`config.mk`:
```
export PLATFORM = sky130hd
export DESIGN_NAME = cpu_state_dumper
export DESIGN_NICKNAME = d
export VERILOG_FILES = /design/src/rtl/cpu_dump_pkg.sv /design/src/rtl/event_counter.sv /design/src/rtl/cpu_state_dumper.sv
export SDC_FILE = /design/constraint.sdc
export NUM_CORES = 1
export LEC_CHECK = 0
export BUFFER_PORTS_ARGS = -buffer_cell sky130_fd_sc_hd__buf_2
export CORE_ASPECT_RATIO = 1.25
export CORE_MARGIN = 5
export CORE_UTILIZATION = 39
export DETAILED_ROUTE_END_ITERATION = 10
export PLACE_DENSITY = 0.62
export SYNTH_ARGS = -nofsm -noshare
export SYNTH_HDL_FRONTEND = slang
export SYNTH_SLANG_ARGS = --single-unit
```
`constraint.sdc`:
```
create_clock -name clk_i -period 4.85 [get_ports clk_i]
set_input_delay 0.97 -clock clk_i [delete_from_list [all_inputs] [get_ports clk_i]]
set_output_delay 0.97 -clock clk_i [all_outputs]
set_load 0.03 [all_outputs]
```
`src/rtl/cpu_dump_pkg.sv`:
```
// Shared constants and state type for the CPU state dumper.
// The frame holds a 4-word header, then the GPRs, then the data-memory words.
package cpu_dump_pkg;

  localparam int unsigned OFS_HDR   = 0;
  localparam int unsigned OFS_REG   = 4;
  localparam int unsigned OFS_MEM   = 36;
  localparam int unsigned FRAME_LEN = 44;

  typedef enum logic {
    IDLE,
    SEND
  } dump_state_t;

endpackage

```
`src/rtl/event_counter.sv`:
```
// Free-running event counter that wraps modulo 2^DATA_W when enabled.
module event_counter #(
  parameter int unsigned DATA_W = 32
) (
  input  logic              clk_i,
  input  logic              rst_ni,
  input  logic              en_i,
  output logic [DATA_W-1:0] count_o
);

  logic [DATA_W-1:0] count_d, count_q;

  always_comb begin
    count_d = count_q;
    if (en_i) begin
      count_d = count_q + DATA_W'(1);
    end
  end

  always_ff @(posedge clk_i or negedge rst_ni) begin
    if (!rst_ni) begin
      count_q <= '0;
    end else begin
      count_q <= count_d;
    end
  end

  assign count_o = count_q;

endmodule

```
`src/rtl/cpu_state_dumper.sv`:
```
// Snapshots CPU counters and PC on a trigger, then streams them plus all GPRs and
// the first data-memory words as one valid/ready frame while holding the CPU frozen.
module cpu_state_dumper
  import cpu_dump_pkg::*;
#(
  parameter int unsigned NUM_REGS      = OFS_MEM - OFS_REG,
  parameter int unsigned NUM_MEM_WORDS = FRAME_LEN - OFS_MEM,
  parameter int unsigned DATA_W        = 32
) (
  input  logic              clk_i,
  input  logic              rst_i,
  input  logic              start_i,
  input  logic              stall_i,
  input  logic              flush_i,
  input  logic              trigger_i,
  input  logic [DATA_W-1:0] pc_i,
  output logic [4:0]        reg_addr_o,
  input  logic [DATA_W-1:0] reg_data_i,
  output logic [DATA_W-1:0] mem_addr_o,
  input  logic [DATA_W-1:0] mem_data_i,
  output logic              dump_valid_o,
  input  logic              dump_ready_i,
  output logic [DATA_W-1:0] dump_data_o,
  output logic              dump_last_o,
  output logic              busy_o,
  output logic              freeze_o,
  output logic              overrun_o
);

  localparam int unsigned OfsMem   = OFS_REG + NUM_REGS;
  localparam int unsigned FrameLen = OfsMem + NUM_MEM_WORDS;
  localparam int unsigned IdxW     = $clog2(FrameLen + 1);

  localparam logic [IdxW-1:0] IdxCyc   = IdxW'(OFS_HDR);
  localparam logic [IdxW-1:0] IdxStall = IdxW'(OFS_HDR + 1);
  localparam logic [IdxW-1:0] IdxFlush = IdxW'(OFS_HDR + 2);
  localparam logic [IdxW-1:0] IdxReg   = IdxW'(OFS_REG);
  localparam logic [IdxW-1:0] IdxMem   = IdxW'(OfsMem);
  localparam logic [IdxW-1:0] IdxEnd   = IdxW'(FrameLen);
  localparam logic [IdxW-1:0] IdxLast  = IdxW'(FrameLen - 1);

  dump_state_t       state_d, state_q;
  logic [IdxW-1:0]   idx_d, idx_q;
  logic [DATA_W-1:0] snap_cycle_d, snap_cycle_q;
  logic [DATA_W-1:0] snap_stall_d, snap_stall_q;
  logic [DATA_W-1:0] snap_flush_d, snap_flush_q;
  logic [DATA_W-1:0] snap_pc_d, snap_pc_q;
  logic              valid_d, valid_q;
  logic              last_d, last_q;
  logic [DATA_W-1:0] data_d, data_q;
  logic              overrun_d, overrun_q;

  logic              busy;
  logic              cnt_en;
  logic [DATA_W-1:0] cycle_cnt, stall_cnt, flush_cnt;
  logic [DATA_W-1:0] word;
  logic [DATA_W-1:0] mem_off;
  logic              in_reg, in_mem;

  assign busy   = (state_q == SEND);
  // Counting stops while the CPU is frozen so the next frame stays consistent.
  assign cnt_en = start_i & ~busy;

  event_counter #(.DATA_W(DATA_W)) u_cycle_cnt (
    .clk_i  (clk_i),
    .rst_ni (rst_i),
    .en_i   (cnt_en),
    .count_o(cycle_cnt)
  );

  event_counter #(.DATA_W(DATA_W)) u_stall_cnt (
    .clk_i  (clk_i),
    .rst_ni (rst_i),
    .en_i   (cnt_en & stall_i),
    .count_o(stall_cnt)
  );

  event_counter #(.DATA_W(DATA_W)) u_flush_cnt (
    .clk_i  (clk_i),
    .rst_ni (rst_i),
    .en_i   (cnt_en & flush_i),
    .count_o(flush_cnt)
  );

  // Debug read addresses track the word about to be loaded; zero outside their windows.
  assign in_reg     = busy && (idx_q >= IdxReg) && (idx_q < IdxMem);
  assign in_mem     = busy && (idx_q >= IdxMem) && (idx_q < IdxEnd);
  assign mem_off    = DATA_W'(idx_q - IdxMem);
  assign reg_addr_o = in_reg ? 5'(idx_q - IdxReg) : '0;
  assign mem_addr_o = in_mem ? (mem_off << 2) : '0;

  always_comb begin
    word = mem_data_i;
    if (idx_q < IdxReg) begin
      case (idx_q)
        IdxCyc:   word = snap_cycle_q;
        IdxStall: word = snap_stall_q;
        IdxFlush: word = snap_flush_q;
        default:  word = snap_pc_q;
      endcase
    end else if (idx_q < IdxMem) begin
      word = reg_data_i;
    end
  end

  always_comb begin
    state_d      = state_q;
    idx_d        = idx_q;
    snap_cycle_d = snap_cycle_q;
    snap_stall_d = snap_stall_q;
    snap_flush_d = snap_flush_q;
    snap_pc_d    = snap_pc_q;
    valid_d      = valid_q;
    last_d       = last_q;
    data_d       = data_q;
    overrun_d    = overrun_q;
    case (state_q)
      IDLE: begin
        if (trigger_i) begin
          state_d      = SEND;
          idx_d        = '0;
          snap_cycle_d = cycle_cnt;
          snap_stall_d = stall_cnt;
          snap_flush_d = flush_cnt;
          snap_pc_d    = pc_i;
        end
      end
      SEND: begin
        if (trigger_i) begin
          overrun_d = 1'b1;
        end
        if (valid_q && dump_ready_i) begin
          valid_d = 1'b0;
          last_d  = 1'b0;
          if (last_q) begin
            state_d = IDLE;
          end
        end
        if ((!valid_q || dump_ready_i) && (idx_q < IdxEnd)) begin
          valid_d = 1'b1;
          data_d  = word;
          last_d  = (idx_q == IdxLast);
          idx_d   = idx_q + IdxW'(1);
        end
      end
      default: state_d = IDLE;
    endcase
  end

  always_ff @(posedge clk_i or negedge rst_i) begin
    if (!rst_i) begin
      state_q      <= IDLE;
      idx_q        <= '0;
      snap_cycle_q <= '0;
      snap_stall_q <= '0;
      snap_flush_q <= '0;
      snap_pc_q    <= '0;
      valid_q      <= 1'b0;
      last_q       <= 1'b0;
      data_q       <= '0;
      overrun_q    <= 1'b0;
    end else begin
      state_q      <= state_d;
      idx_q        <= idx_d;
      snap_cycle_q <= snap_cycle_d;
      snap_stall_q <= snap_stall_d;
      snap_flush_q <= snap_flush_d;
      snap_pc_q    <= snap_pc_d;
      valid_q      <= valid_d;
      last_q       <= last_d;
      data_q       <= data_d;
      overrun_q    <= overrun_d;
    end
  end

  assign dump_valid_o = valid_q;
  assign dump_data_o  = data_q;
  assign dump_last_o  = last_q;
  assign busy_o       = busy;
  assign freeze_o     = busy;
  assign overrun_o    = overrun_q;

endmodule

```
==> metrics.csv <==
metric;value;unit
outcome;finished, final reports clean;
grt_pass1_vias;9858;
num_rows;73;
setup-violations-final;0;
fin_crit;3.58;ns
post_route_cells_drive_above_1_share;17.7;%
vias;9929;
seq_area_frac_synth;53.1;%
async_flop_share;100;%
synth_seq_cells;266;
grt_pass1_wl;53600;µm
cts_buffers;25;
drc;0;
synth_area_per_cell;9.30;µm²
num_io_pins;177;
hp-class;in -> async;
cp.arrival;2.61;ns
worst-path-max-fanout;24;
dp_slack;1.80;ns
totalWireLength;33500;µm
synth_edf_count;0;
track_usage;18.5;%
nets;1582;
period_share;73.8;%
cp_data_required_time;3.88;ns
cts_setup_buffers;0;
cts_tree;yes;
rsz0062_at_grt;no;
final-hold-violation-count;0;
fmax;279;MHz
area_growth;15.4;%
root_buffer;clkbuf_16;
drv_slew;0;
fp.coreArea;31800;µm²
viasPerCell;5.23;
tightestPinTransition;1.15;ns
dr.pass1.iters;5;
htreeDepth;1;
dieWidth;170;µm
synth_warnings;0;
grt_start_max_net_pins;94;
gp_congestion;0.839;
worst_setup_path_end_kind;output port;
cts.sinks;266;
peakVddDrop;592;µV
antenna_found_initial;1;
grt-ovfl-total;0;
fin_skew;0.0161;ns
max_slew_margin;23.1;%
start_kind;register;
diodes;0;
io_buffers;174;
dieArea;35800;µm²
tns;0;ns
finalInstanceArea;14500;µm²
netlist-cell-type-count;51;
postSynthCellCount;1347;
place_area;13600;µm²
initial_core_util;39.4;%
cts_hold_buf;0;
final.setup.worst_slack;1.27;ns
post_cts_resized;0;
hpwl;23900;µm
syn_area;12500;µm²
worstSetupPathType;reg -> out;
postRouteAntennaNets;0;
drt_iter0_drc;658;
synth_top_flop_cell;dfrtp_1;
wl_per_cell;17.6;µm
fp.dieH;210;µm
cts.clk_slew.worst_paths;0.07;ns
cap_violations;0;
power.density;491;nW/µm²
clk-insertion-delay-late;0.53;ns
p_leak;7.28;nW
utilization;45.5;%
cts_buffer_depth;3;
## flip-flops by register name, summed over array words and instances, names as in the netlist, 6 cells and up
| register | flops |
|---|---|
| u_flush_cnt.count_o | 32 |
| u_cycle_cnt.count_o | 32 |
| dump_data_o | 32 |
| snap_cycle_q | 32 |
| u_stall_cnt.count_o | 32 |
| idx_q | 6 |
| snap_flush_q | 32 |
| snap_pc_q | 32 |
| snap_stall_q | 32 |
## through the flow
stage | cells | hold slack (ns) | power (mW)
after floorplan | 1348 | 0.441 | 4.35
after global placement | 1852 | 0.435 | 5.01
after detailed placement | 1852 | 0.443 | 5.04
after CTS | 1898 | 0.454 | 7.16
after global routing | 1898 | 0.465 | 7.49
final | 1898 | 0.418 | 7.10
## cells by family (layout without fill, tap and decap cells)
group | after synthesis | in the layout | share of synthesized area (%)
multiplexers | 2 | 2 | 0.180
AND/OR/NAND/NOR | 701 | 701 | 24.6
other | 1 | 2 | 0.0299
flip-flops | 266 | 266 | 53.1
AO/OA/AOI/OAI | 160 | 160 | 9.55
XOR/XNOR | 95 | 95 | 6.64
buffers and inverters | 110 | 248 | 4.62
adder cells (fa/ha/maj) | 12 | 12 | 1.20
## power by group
part | switching (mW) | internal (mW) | leakage (nW)
Combinational | 1.44 | 0.720 | 3.31
Sequential | 0.285 | 2.56 | 3.52
Clock | 0.846 | 1.25 | 0.446
## per-layer routing
layer	global-route usage (%)	vias to the layer above	share of wire, %
met5	0	-	0.039
met4	6.23	2	2.9
met3	2.72	61	6.2
met2	30.7	283	48
met1	24.9	4854	43
li1	-	4729	-
## placed cells by master, fill, tap and decap left out, types with 9 or more instances in the layout
cell	netlist	layout
a211oi_1	26	26
and3_1	25	25
inv_1	9	9
and4_1	10	10
a22oi_1	32	32
clkbuf_16	0	25
nand2_1	455	455
buf_4	34	18
ha_1	12	12
buf_2	31	173
nand3_1	86	86
o22a_1	26	26
nand4_1	17	17
a21oi_1	28	28
dfrtp_1	266	266
nor2_1	67	67
xor2_1	31	31
xnor2_1	64	64
## final timing paths
path	slack [ns]	cells after the start	startpoint	to
worst max-delay path	1.27	7	idx_q[0]	mem_addr_o[17]
worst min-delay path	0.42	1	rst_i	u_stall_cnt.count_o[5]
worst max register to register	1.80	7	idx_q[2]	dump_data_o[24]
worst min register to register	0.46	1	overrun_o	overrun_o
max in group asynchronous	3.27	2	rst_i	snap_flush_q[16]
min in group clk_i	0.46	1	overrun_o	overrun_o
## Yosys cell counts (3+ instances only)
cell | count | share of area [%]
a221oi_2 | 6 | 0.72
and3_1 | 25 | 1.2
and4_1 | 10 | 0.70
o22a_1 | 26 | 1.8
dfrtp_1 | 266 | 53
a22o_1 | 7 | 0.49
buf_1 | 7 | 0.21
o21ai_1 | 5 | 0.20
buf_4 | 34 | 2.0
xor2_1 | 31 | 2.2
nand3_1 | 86 | 3.4
nand4_1 | 17 | 0.85
ha_1 | 12 | 1.2
a211oi_1 | 26 | 1.6
a22oi_1 | 32 | 1.9
nor3_1 | 4 | 0.16
o21ai_0 | 8 | 0.32
nor3_2 | 3 | 0.24
buf_2 | 31 | 1.2
xnor2_1 | 64 | 4.5
nor2b_1 | 3 | 0.15
and2_1 | 9 | 0.45
inv_1 | 9 | 0.27
nor2_1 | 67 | 2.0
clkbuf_1 | 29 | 0.87
nand2_1 | 455 | 14
o21a_1 | 7 | 0.42
o211ai_1 | 6 | 0.36
a21oi_1 | 28 | 1.1
## worst max-delay path, cell delays in order, from the launching register on
cell      delay (ns)
dfrtp_1         0.44
inv_1           0.15
ha_1            0.48
nand4b_1        0.19
a21o_1          0.26
nor2_1          0.12
buf_4           0.21
buf_2           0.23
## layout make-up
type / instances / area, µm²
Tap cell: 412 / 515
Inverter: 9 / 33.8
Sequential cell: 266 / 6660
Clock inverter: 13 / 169
Clock buffer: 33 / 716
Multi-Input combinational cell: 972 / 5330
Timing Repair Buffer: 193 / 1040
Fill cell: 3056 / 17300
Note: power is estimated with default switching activity, not from simulation.
